**src/rtl/spec_level_ctrl.sv**
```systemverilog
// Speculation-level controller: ordered stack of unresolved predicted branches driving the br_pred_* broadcast.
// Optional feature macro SPEC_LEVEL_STATS_EN adds saturating succ/fail broadcast counters.
module spec_level_ctrl #(
  parameter int SPEC_DEPTH     = 4,
  parameter int INST_ID_BIT    = 8,
  parameter int SPEC_LEVEL_BIT = $clog2(SPEC_DEPTH) + 1,
  parameter int CNT_BIT        = 16
) (
  input  logic                                      clk,
  input  logic                                      rst_n,
  input  logic                                      br_alloc_vld,
  output logic                                      br_alloc_rdy,
  input  logic [INST_ID_BIT-1:0]                    br_alloc_id,
  output logic [SPEC_LEVEL_BIT-1:0]                 cur_spec_level,
  output logic                                      dispatch_hold,
  input  logic                                      res_vld,
  output logic                                      res_rdy,
  input  logic [INST_ID_BIT-1:0]                    res_id,
  input  logic                                      res_succ,
  output logic                                      res_err,
  output logic                                      br_pred_vld,
  input  logic                                      br_pred_rdy,
  output logic                                      br_pred_succ,
  output logic [SPEC_LEVEL_BIT-1:0]                 br_pred_fail_level,
`ifdef SPEC_LEVEL_STATS_EN
  output logic [SPEC_LEVEL_BIT*(SPEC_DEPTH+1)-1:0]  br_pred_succ_nxt_levels,
  output logic [CNT_BIT-1:0]                        stat_succ_cnt,
  output logic [CNT_BIT-1:0]                        stat_fail_cnt
`else
  output logic [SPEC_LEVEL_BIT*(SPEC_DEPTH+1)-1:0]  br_pred_succ_nxt_levels
`endif
);

  localparam int LW = SPEC_LEVEL_BIT;
  localparam logic [LW-1:0] DEPTH_L = LW'(SPEC_DEPTH);

  if (SPEC_DEPTH < 1 || CNT_BIT < 1) begin : g_bad_params
    $error("spec_level_ctrl: SPEC_DEPTH and CNT_BIT must be >= 1");
  end

  logic [INST_ID_BIT-1:0] stk     [SPEC_DEPTH];
  logic [INST_ID_BIT-1:0] stk_nxt [SPEC_DEPTH];
  logic [LW-1:0]          cnt;
  logic [LW-1:0]          post_cnt;
  logic [LW-1:0]          hit_pos;
  logic                   hit;
  logic                   res_fire;
  logic                   succ_fire;
  logic                   fail_fire;
  logic                   alloc_fire;

  // Tag CAM over the valid part of the stack; lowest position wins on duplicates.
  always_comb begin
    hit     = 1'b0;
    hit_pos = '0;
    for (int unsigned i = 0; i < SPEC_DEPTH; i++) begin
      if (!hit && (LW'(i) < cnt) && (stk[i] == res_id)) begin
        hit     = 1'b1;
        hit_pos = LW'(i);
      end
    end
  end

  assign res_rdy   = br_pred_rdy;
  assign res_fire  = res_vld && br_pred_rdy;
  assign succ_fire = res_fire && hit && res_succ;
  assign fail_fire = res_fire && hit && !res_succ;

  always_comb begin
    post_cnt = cnt;
    if (succ_fire)
      post_cnt = cnt - LW'(1);
    else if (fail_fire)
      post_cnt = hit_pos;
  end

  assign cur_spec_level = post_cnt;
  assign dispatch_hold  = fail_fire;
  assign br_alloc_rdy   = (post_cnt < DEPTH_L) && !fail_fire;
  assign alloc_fire     = br_alloc_vld && br_alloc_rdy;

  assign br_pred_vld        = res_vld && hit;
  assign br_pred_succ       = res_succ;
  assign br_pred_fail_level = br_pred_vld ? hit_pos + LW'(1) : '0;

  // Levels above the resolved branch collapse down by one; lower levels are untouched.
  always_comb begin
    br_pred_succ_nxt_levels = '0;
    if (br_pred_vld) begin
      for (int unsigned l = 0; l <= SPEC_DEPTH; l++) begin
        if (LW'(l) > hit_pos)
          br_pred_succ_nxt_levels[l*LW +: LW] = LW'(l) - LW'(1);
        else
          br_pred_succ_nxt_levels[l*LW +: LW] = LW'(l);
      end
    end
  end

  // Resolution is applied first (shift-out on succ), then the push lands at the post-resolution top.
  always_comb begin
    stk_nxt = stk;
    for (int unsigned i = 0; i + 1 < SPEC_DEPTH; i++) begin
      if (succ_fire && (LW'(i) >= hit_pos))
        stk_nxt[i] = stk[i+1];
    end
    for (int unsigned i = 0; i < SPEC_DEPTH; i++) begin
      if (alloc_fire && (LW'(i) == post_cnt))
        stk_nxt[i] = br_alloc_id;
    end
  end

  always_ff @(posedge clk) begin
    stk <= stk_nxt;
  end

  always_ff @(posedge clk or negedge rst_n) begin
    if (!rst_n) begin
      cnt     <= '0;
      res_err <= 1'b0;
    end else begin
      cnt     <= alloc_fire ? post_cnt + LW'(1) : post_cnt;
      res_err <= res_fire && !hit;
    end
  end

`ifdef SPEC_LEVEL_STATS_EN
  always_ff @(posedge clk or negedge rst_n) begin
    if (!rst_n) begin
      stat_succ_cnt <= '0;
      stat_fail_cnt <= '0;
    end else if (br_pred_vld && br_pred_rdy) begin
      if (res_succ) begin
        if (stat_succ_cnt != '1)
          stat_succ_cnt <= stat_succ_cnt + CNT_BIT'(1);
      end else begin
        if (stat_fail_cnt != '1)
          stat_fail_cnt <= stat_fail_cnt + CNT_BIT'(1);
      end
    end
  end
`endif

endmodule

```
**config.mk**
```make
export PLATFORM = sky130hd
export DESIGN_NAME = spec_level_ctrl
export DESIGN_NICKNAME = d
export VERILOG_FILES = /design/src/rtl/spec_level_ctrl.sv
export SDC_FILE = /design/constraint.sdc
export NUM_CORES = 1
export LEC_CHECK = 0
export BUFFER_PORTS_ARGS = -buffer_cell sky130_fd_sc_hd__buf_2
export CAP_MARGIN = 20
export CORE_UTILIZATION = 49
export CTS_BUF_LIST = sky130_fd_sc_hd__clkbuf_2 sky130_fd_sc_hd__clkbuf_4 sky130_fd_sc_hd__clkbuf_8
export DETAILED_ROUTE_END_ITERATION = 7
export GPL_TIMING_DRIVEN = 1
export PLACE_DENSITY_LB_ADDON = 0.25
export SKIP_LAST_GASP = 1
export SYNTH_ARGS = -nofsm -noshare
export SYNTH_HDL_FRONTEND = slang
export SYNTH_SLANG_ARGS = --single-unit
```
**constraint.sdc**
```tcl
create_clock -name clk -period 6.1 [get_ports clk]
set_input_delay 1.83 -clock clk [delete_from_list [all_inputs] [get_ports clk]]
set_output_delay 1.83 -clock clk [all_outputs]
set_load 0.1 [all_outputs]
```
==> results.cfg, run 1 <==
[power_and_ir_drop]
ir_worst_vdd_mv = 0.173
cellPowerDensity_nw_per_um2 = 282
p_leak_nw = 1.17

[timing]
rsz0062_at_grt = false
setup_slack_ps = 205
fin_crit_ps = 5900
finalClockSkew_ps = 4.68
fin_tns_setup_ps = 0
timing.fmax_ghz = 0.170
period_share_pct = 96.6
setup_viol = 0
slew_viol_final = 0
hold_viol = 0

[worst_setup_path]
critPathMaxFanout = 5
crit_arrival_ps = 4070
critPathLaunchType = primary input
critPathRequiredTime_ps = 4270
crit_path_end_kind = primary output
crit_type = in2out

[place]
routabilityCongestion = 0.850
place_ws_ps = 202
dp_hpwl_um = 3580
io_buffers = 40

[synth]
synth_cell_types = 41
synth-async-reset-ratio_pct = 11.1
ys.flop_type = edfxtp_1
synth_edf_count = 32
yosysSeqAreaShare_pct = 43.0
netlist_area_um2 = 2470
syn_avg_cell_area_um2 = 12.5
ys_ff_latch = 36
syn_inst = 197
ys_warn_count = 0

[floorplan]
rows = 25
dieArea_um2 = 5320
die_y_um = 72.9
ios = 49
die_w_um = 72.9
core_area_um2 = 4790
start_util_pct = 51.5

[route]
totalWireLength_um = 4710
antenna_left = 0
drt-initial-drc-count = 48
wl_per_cell_um = 15.7
drtPass1Iterations = 4
vias = 1517
vias_per_cell = 5.06
drc = 0

[grt]
grt_max_degree = 12
grt_usage_pct = 20.0
grt_pass1_wl_um = 7500
grt_antenna_before_repair = 0
grt_pass1_vias = 1465
grt-ovfl-total = 0

[clock_network]
cts_setup_buffers = 0
h-tree-depth = 2
cts_hold_buf = 0
insertion_delay_ps = 290
cts-root-buf = clkbuf_8
cts.clk_slew.worst_paths_ps = 70
cts.path.max_buffers = 2
cts_tree = built
cts_buffers = 5
post_cts_resized = 0
cts.sink_count = 36

[finish]
area_growth_syn_to_layout_pct = 10.8
seq_area_um2 = 1060
multi_input_area_um2 = 1230
fin_util_pct = 57.1
fill_cells = 399
num_antenna_cells = 0
fin_nets = 265
layout-drive-gt1-share_pct = 36.9

[run]
drv_cap = 0

[run_status]
status = complete, no violations

[worst_hold_path]
min-delay-path-class = reg2reg
## cell usage in the layout, fill, tap and decap left out, types with 3 or more instances in the layout
| cell type | netlist | layout |
|---|---|---|
| nor3_1 | 4 | 4 |
| xor2_1 | 12 | 12 |
| nand3_1 | 4 | 4 |
| buf_2 | 1 | 39 |
| and3_4 | 3 | 3 |
| nor2_1 | 6 | 5 |
| nand4_1 | 5 | 5 |
| conb_1 | 1 | 8 |
| and3_1 | 4 | 4 |
| dfrtp_1 | 4 | 4 |
| inv_1 | 14 | 14 |
| xnor2_1 | 19 | 19 |
| mux2_4 | 24 | 24 |
| nand2_1 | 8 | 8 |
| and2_1 | 3 | 3 |
| edfxtp_1 | 32 | 32 |
| ha_1 | 11 | 11 |
| clkbuf_8 | 0 | 5 |
## metal layers
metal,GRT usage (%),up-vias,routed length (µm)
met5,0,-,0
met4,7.19,0,68
met3,4.56,6,212
met2,31.6,44,2150
met1,27.2,720,2280
li1,-,747,-
## synthesized netlist by cell type (all sizes together), types with 5 or more instances
master | number | area share (%)
nand4 | 5 | 1.3
mux2 | 26 | 16
ha | 11 | 5.6
buf | 20 | 6.4
inv | 14 | 2.1
nor2 | 6 | 0.91
xor2 | 12 | 4.3
nand2 | 9 | 1.5
and3 | 7 | 2.4
edfxtp | 32 | 39
xnor2 | 19 | 6.7
## where the power goes
group,leakage [nW],internal (mW),total (mW),switching [mW]
logic,0.786,0.0911,0.302,0.211
clock network,0.0453,0.0775,0.162,0.0849
registers,0.334,0.287,0.304,0.0175
total,1.17,0.455,0.769,0.314
## through the flow
stage / cells / hold slack [ps] / total power, mW / cell area (µm²)
6_report: 300 / 603 / 0.769 / 2730
2_1_floorplan: 204 / 575 / 0.551 / 2500
3_5_place_dp: 292 / 591 / 0.613 / 2650
3_3_place_gp: 292 / 580 / 0.608 / 2650
5_1_grt: 300 / 621 / 0.812 / 2730
4_1_cts: 300 / 607 / 0.775 / 2730
## final timing paths
check | start | cells past startpoint | slack [ps] | end
max | res_id[6] | 9 | 200 | br_pred_succ_nxt_levels[3]
min | stk[18] | 1 | 600 | stk[26]
max reg2reg | stk[22] | 10 | 2640 | stk[24]
min reg2reg | stk[18] | 1 | 600 | stk[26]
max in group asynchronous | rst_n | 1 | 4650 | res_err
min in group asynchronous | rst_n | 1 | 1330 | cnt[1]
## logic make-up after synthesis
kind of cell,after synthesis,synth area share [%]
adder cells (fa/ha/maj),11,5.58
other,1,0.152
AO/OA/AOI/OAI,14,5.68
multiplexers,27,15.9
flip-flops,36,43.0
buffers and inverters,34,8.57
AND/OR/NAND/NOR,43,10.0
XOR/XNOR,31,11.0
## worst max-delay path, cell delays in order
cell and delay [ps]:
buf_2 140, xor2_1 170, nor4_1 460, nand4_1 220, a21boi_1 380, inv_1 130, ha_1 230, nor2_2 90
buf_2 420
## sequential cells by signal, summed over array words and instances (netlist names)
signal	count
res_err	1
cnt	3
stk	32
## layout make-up
cell class | instances | share of cell area [%]
multi-input combinational | 134 | 45.0
timing repair buffer | 41 | 8.15
clock inverter | 3 | 0.504
tap | 67 | 3.07
sequential | 36 | 38.8
clock buffer | 5 | 2.52
inverter | 14 | 1.92
Note: power is estimated with default switching activity, not from simulation.
==> inputs of run 2 (changes only) <==
ABC_AREA = 1   (was not set)
==> results.cfg, run 2 <==
[run_status]
status = complete, no violations

[synth]
ys_ff_latch = 36
synthTopCellsByArea = edfxtp_1, nand2_1, nand3_1
ys_warn_count = 0
synth_edf_count = 32
synth_most_common_cell = nand2_1
netlist_area_um2 = 2680
syn_avg_cell_area_um2 = 7.90
synth_top_area_share_pct = 35.9
synth-async-reset-ratio_pct = 11.1
synth_cell_types = 31
syn_inst = 339
ys.flop_type = edfxtp_1
synthTopCellsByCount = nand2_1, inv_1, edfxtp_1, nand3_1, nor2_1
synth.largest_area_cell = edfxtp_1
yosysSeqAreaShare_pct = 39.6

[route]
totalWireLength_um = 5630
antenna_left = 0
vias = 2093
drtPass1Iterations = 4
wl_per_cell_um = 12.7
drt-initial-drc-count = 95
vias_per_cell = 4.72
drc = 0

[clock_network]
cts.sink_count = 36
cts_setup_buffers = 0
cts.clk_slew.worst_paths_ps = 70
cts-root-buf = clkbuf_8
cts_buffers = 5
h-tree-depth = 2
cts_tree = built
post_cts_resized = 0
cts_hold_buf = 0
insertion_delay_ps = 280
cts.path.max_buffers = 2

[power_and_ir_drop]
cellPowerDensity_nw_per_um2 = 277
total_power_mw = 0.808
ir_worst_vdd_mv = 0.255
p_leak_nw = 1.47

[finish]
seq_area_um2 = 1060
largestRegisters = stk x32, cnt x3, res_err x1
multi_input_area_um2 = 1310
layout_common_cells = nand2_1, buf_2, inv_1
num_antenna_cells = 0
fill_cells = 480
fin_nets = 405
largest_register_ffs = 32
layout-drive-gt1-share_pct = 21.7
area_growth_syn_to_layout_pct = 9.06
largest_register = stk
stdcell_count = 443
final_common_cell = nand2_1

[floorplan]
dieArea_um2 = 5770
die_w_um = 75.9
ios = 49
rows = 26
core_area_um2 = 5170
start_util_pct = 51.8
die_y_um = 75.9

[place]
io_buffers = 40
dp_hpwl_um = 4650
place_inst = 435
routabilityCongestion = 0.860

[grt]
grt_antenna_before_repair = 0
grt-ovfl-total = 0
grt_max_degree = 28
grt_pass1_vias = 1968
grt_pass1_wl_um = 9460
grt_usage_pct = 21.3

[timing]
timing.fmax_ghz = 0.176
rsz0062_at_grt = false
finalClockSkew_ps = 4.02
hold_viol = 0
period_share_pct = 93.2
fin_tns_setup_ps = 0
fin_crit_ps = 5690
slew_headroom_pct = 54.3
worstMarginPinSlew_ps = 681
slew_viol_final = 0
setup_viol = 0

[worst_setup_path]
crit_type = in2out
crit_path_end_kind = primary output
critPathMaxFanout = 6
crit_arrival_ps = 3860
critPathRequiredTime_ps = 4270
critPathLaunchType = primary input

[worst_hold_path]
min-delay-path-class = reg2reg

[run]
drv_cap = 0
==> run 2: cell count changes after synthesis, moves of 7 or more <==
cell and delta:
nand2_1 +112, nand3_1 +26, mux2_4 -24, inv_1 +23
nor2_1 +22, xnor2_1 -14, inv_2 +10, xor2_1 -8
o21ai_1 +7
==> run 2: power by group <==
group	internal, mW	switching, mW	total (mW)
combinational	0.0728	0.263	0.335
sequential	0.290	0.0177	0.307
clock	0.0835	0.0818	0.165
==> run 2: path summary, 6_finish.rpt <==
kind                       startpoint                 to  slack, ps  depth (start not counted)
setup / recovery            res_id[3]  cur_spec_level[1]        410                         13
hold reg to reg               stk[19]            stk[27]        560                          2
min in group asynchronous       rst_n            res_err       1340                          1
max in group asynchronous       rst_n             cnt[1]       4630                          1
setup reg to reg               cnt[1]            stk[18]       2790                         17
hold / removal                stk[19]            stk[27]        560                          2
==> run 2: area by class of cell <==
type	count	area share (%)
Sequential cell	36	36.3
Clock inverter	2	0.385
Timing Repair Buffer	40	6.85
Tap cell	70	3.00
Clock buffer	6	2.61
Multi-Input combinational cell	242	44.8
Inverter	47	6.04
==> run 2: per-stage QoR <==
| step | setup WS (ps) | area [µm²] | hold WS (ps) | util (%) |
|---|---|---|---|---|
| floorplan | 55.8 | 2710 | 513 | - |
| global placement | 497 | 2830 | 521 | 54.8 |
| detailed placement | 437 | 2830 | 537 | 54.8 |
| CTS | 441 | 2920 | 556 | 56.5 |
| global route | 212 | 2920 | 607 | 56.5 |
| finish | 412 | 2920 | 559 | 56.5 |
==> run 2: worst max-delay path, cell delays in order <==
cell and delay [ps]:
buf_2 130, o21ai_0 270, nor2_1 80, nand3_1 120, nor2_4 50, nor2_4 150
inv_1 70, nor2_2 190, inv_1 130, nand2_1 80, nand3_1 150, inv_1 150
buf_2 440
==> run 2: per-layer routing <==
layer | track usage (%) | up-vias | part of all wire (%)
met5 | 0 | - | 0
met4 | 8.27 | 0 | 0.91
met3 | 4.70 | 6 | 6.6
met2 | 32.7 | 67 | 47
met1 | 29.4 | 916 | 46
li1 | - | 1104 | -
==> run 2: logic make-up after synthesis <==
logic type,count (synthesis),share of synthesized area (%)
AOI/OAI and AO/OA,11,2.19
DFF,36,39.6
and+or+nand+nor,202,36.8
other,1,0.140
xor gates and xnor gates,10,3.55
buffers and inverters,68,12.6
adders and majority gates,11,5.14
==> inputs of run 3 (changes only) <==
REMOVE_ABC_BUFFERS = 1   (was not set)
==> results.cfg, run 3 (synthesized netlist as in run 2, its figures left out) <==
[timing]
hold_viol = 0
fin_crit_ps = 5660
finalClockSkew_ps = 6.65
setup_viol = 0
slew_viol_final = 0
slew_headroom_pct = 53.7
worstMarginPinSlew_ps = 690
timing.fmax_ghz = 0.177
fin_hold_ws_ps = 561
rsz0062_at_grt = false
period_share_pct = 92.8

[clock_network]
cts-root-buf = clkbuf_8
cts.sink_count = 36
cts_buffers = 5
cts_hold_buf = 0
h-tree-depth = 2
cts.path.max_buffers = 2
cts_tree = built
post_cts_resized = 0
cts.clk_slew.worst_paths_ps = 70
cts_setup_buffers = 0
insertion_delay_ps = 290

[power_and_ir_drop]
p_leak_nw = 1.47
cellPowerDensity_nw_per_um2 = 278
pwr-share-clk_pct = 20.5
seq_power_share_pct = 38.0
comb_power_share_pct = 41.5
internal_power_mw = 0.447
switching_share_pct = 44.9
ir_worst_vdd_mv = 0.255
p_switching_mw = 0.364

[grt]
grt_usage_pct = 20.2
grt-ovfl-total = 0
grt_pass1_wl_um = 9040
grt_pass1_vias = 1955
grt_max_degree = 28
grt_antenna_before_repair = 0

[worst_setup_path]
critPathCapture = cur_spec_level[0]
worst-path-buf-inv = 4
critPathMaxStageDelay_ps = 510
crit_type = in2out
path_common_cell = nor2_1
crit_path_end_kind = primary output
r2r_end = stk[22]
r2r_setup_slack_ps = 2790
critPathRequiredTime_ps = 4270
critPathMaxFanout = 5
worst-path-stages = 12
reg2regPathDepth = 17
slowest_stage = buf_2
critPathLaunchType = primary input
crit_family = simple AND/OR/NAND/NOR gates
path_cells = buf_2 > inv_2 > nand2_1 > nand2_1 > nor2_1 > nand3b_1 > nor2_4 > inv_1 > a21oi_2 > nor2_1 > nor2_1 > buf_2
startpoint = res_id[5]
crit_arrival_ps = 3830
rr_startpoint = cnt[1]

[finish]
stdcell_count = 443
fill_cells = 489
largest_register = stk
num_antenna_cells = 0
layout-drive-gt1-share_pct = 21.4
layout_common_cells = nand2_1, buf_2, inv_1
area_growth_syn_to_layout_pct = 8.97
fin_nets = 405
largest_register_ffs = 32
final_common_cell = nand2_1
largestRegisters = stk x32, cnt x3, res_err x1

[route]
vias = 2121
antenna_left = 0
totalWireLength_um = 5510
wl_per_cell_um = 12.4
drt-initial-drc-count = 83
drc = 0
vias_per_cell = 4.79
drtPass1Iterations = 4

[place]
dp_hpwl_um = 4490
place_inst = 435
routabilityCongestion = 0.918
io_buffers = 40

[floorplan]
die_w_um = 75.9
rows = 26
start_util_pct = 51.8
dieArea_um2 = 5770
core_area_um2 = 5170
die_y_um = 75.9
ios = 49

[run]
drv_cap = 0

[run_status]
status = complete, no violations

[worst_hold_path]
min-delay-path-class = reg2reg
[run 3: layout make-up]
cell class                      count  area, µm²  share of cell area, %
Timing Repair Buffer               40        200                   6.86
Sequential cell                    36       1060                   36.3
Clock buffer                        6       76.3                   2.61
Inverter                           47        176                   6.04
Clock inverter                      2       11.3                  0.386
Tap cell                           70       87.6                   3.00
Multi-Input combinational cell    242       1310                   44.7
[run 3: worst reg2reg max path: stages (launching register included)]
cell	delay, ps
dfrtp_1	410
inv_1	110
ha_1	150
inv_1	40
nor2_1	100
nor2_1	70
nand3_1	130
nor2_4	60
nor2_4	150
nand2_8	90
nand2_1	100
nor2_1	90
nand2_1	60
nand2_1	40
nor2_1	310
ha_1	450
nand3_4	170
o21ai_1	410
[run 3: worst min-delay path by stage]
stage | from | to | slack (ps) | cells after the start
floorplan | stk[17] | stk[25] | 510 | 2
global placement | stk[17] | stk[25] | 530 | 2
detailed placement | stk[19] | stk[27] | 540 | 2
CTS | stk[19] | stk[27] | 560 | 2
global route | stk[19] | stk[27] | 580 | 2
finish | stk[17] | stk[25] | 560 | 2
[run 3: routing by layer]
layer	global-route usage (%)	share of wire [%]
met1	27.1	47
met2	32.2	47
met3	3.73	4.9
met4	8.46	1.6
met5	0	0
[run 3: per-stage QoR]
| stage | power (mW) | instance area [µm²] | worst slack [ps] | setup TNS (ps) | utilization (%) |
|---|---|---|---|---|---|
| after floorplan | 0.576 | 2540 | -941 | -4090 | - |
| after global placement | 0.644 | 2830 | 437 | 0 | 54.7 |
| after detailed placement | 0.650 | 2830 | 423 | 0 | 54.7 |
| after CTS | 0.815 | 2920 | 420 | 0 | 56.4 |
| after global routing | 0.853 | 2920 | 224 | 0 | 56.4 |
| final | 0.811 | 2920 | 437 | 0 | 56.4 |
[run 3: power by group through the flow]
stage | Sequential [mW] | Combinational, mW | Clock, mW
after floorplan | 0.309 | 0.267 | 0
after global placement | 0.312 | 0.332 | 0
after detailed placement | 0.312 | 0.339 | 0
after CTS | 0.306 | 0.339 | 0.169
after global routing | 0.309 | 0.364 | 0.180
final | 0.308 | 0.337 | 0.166
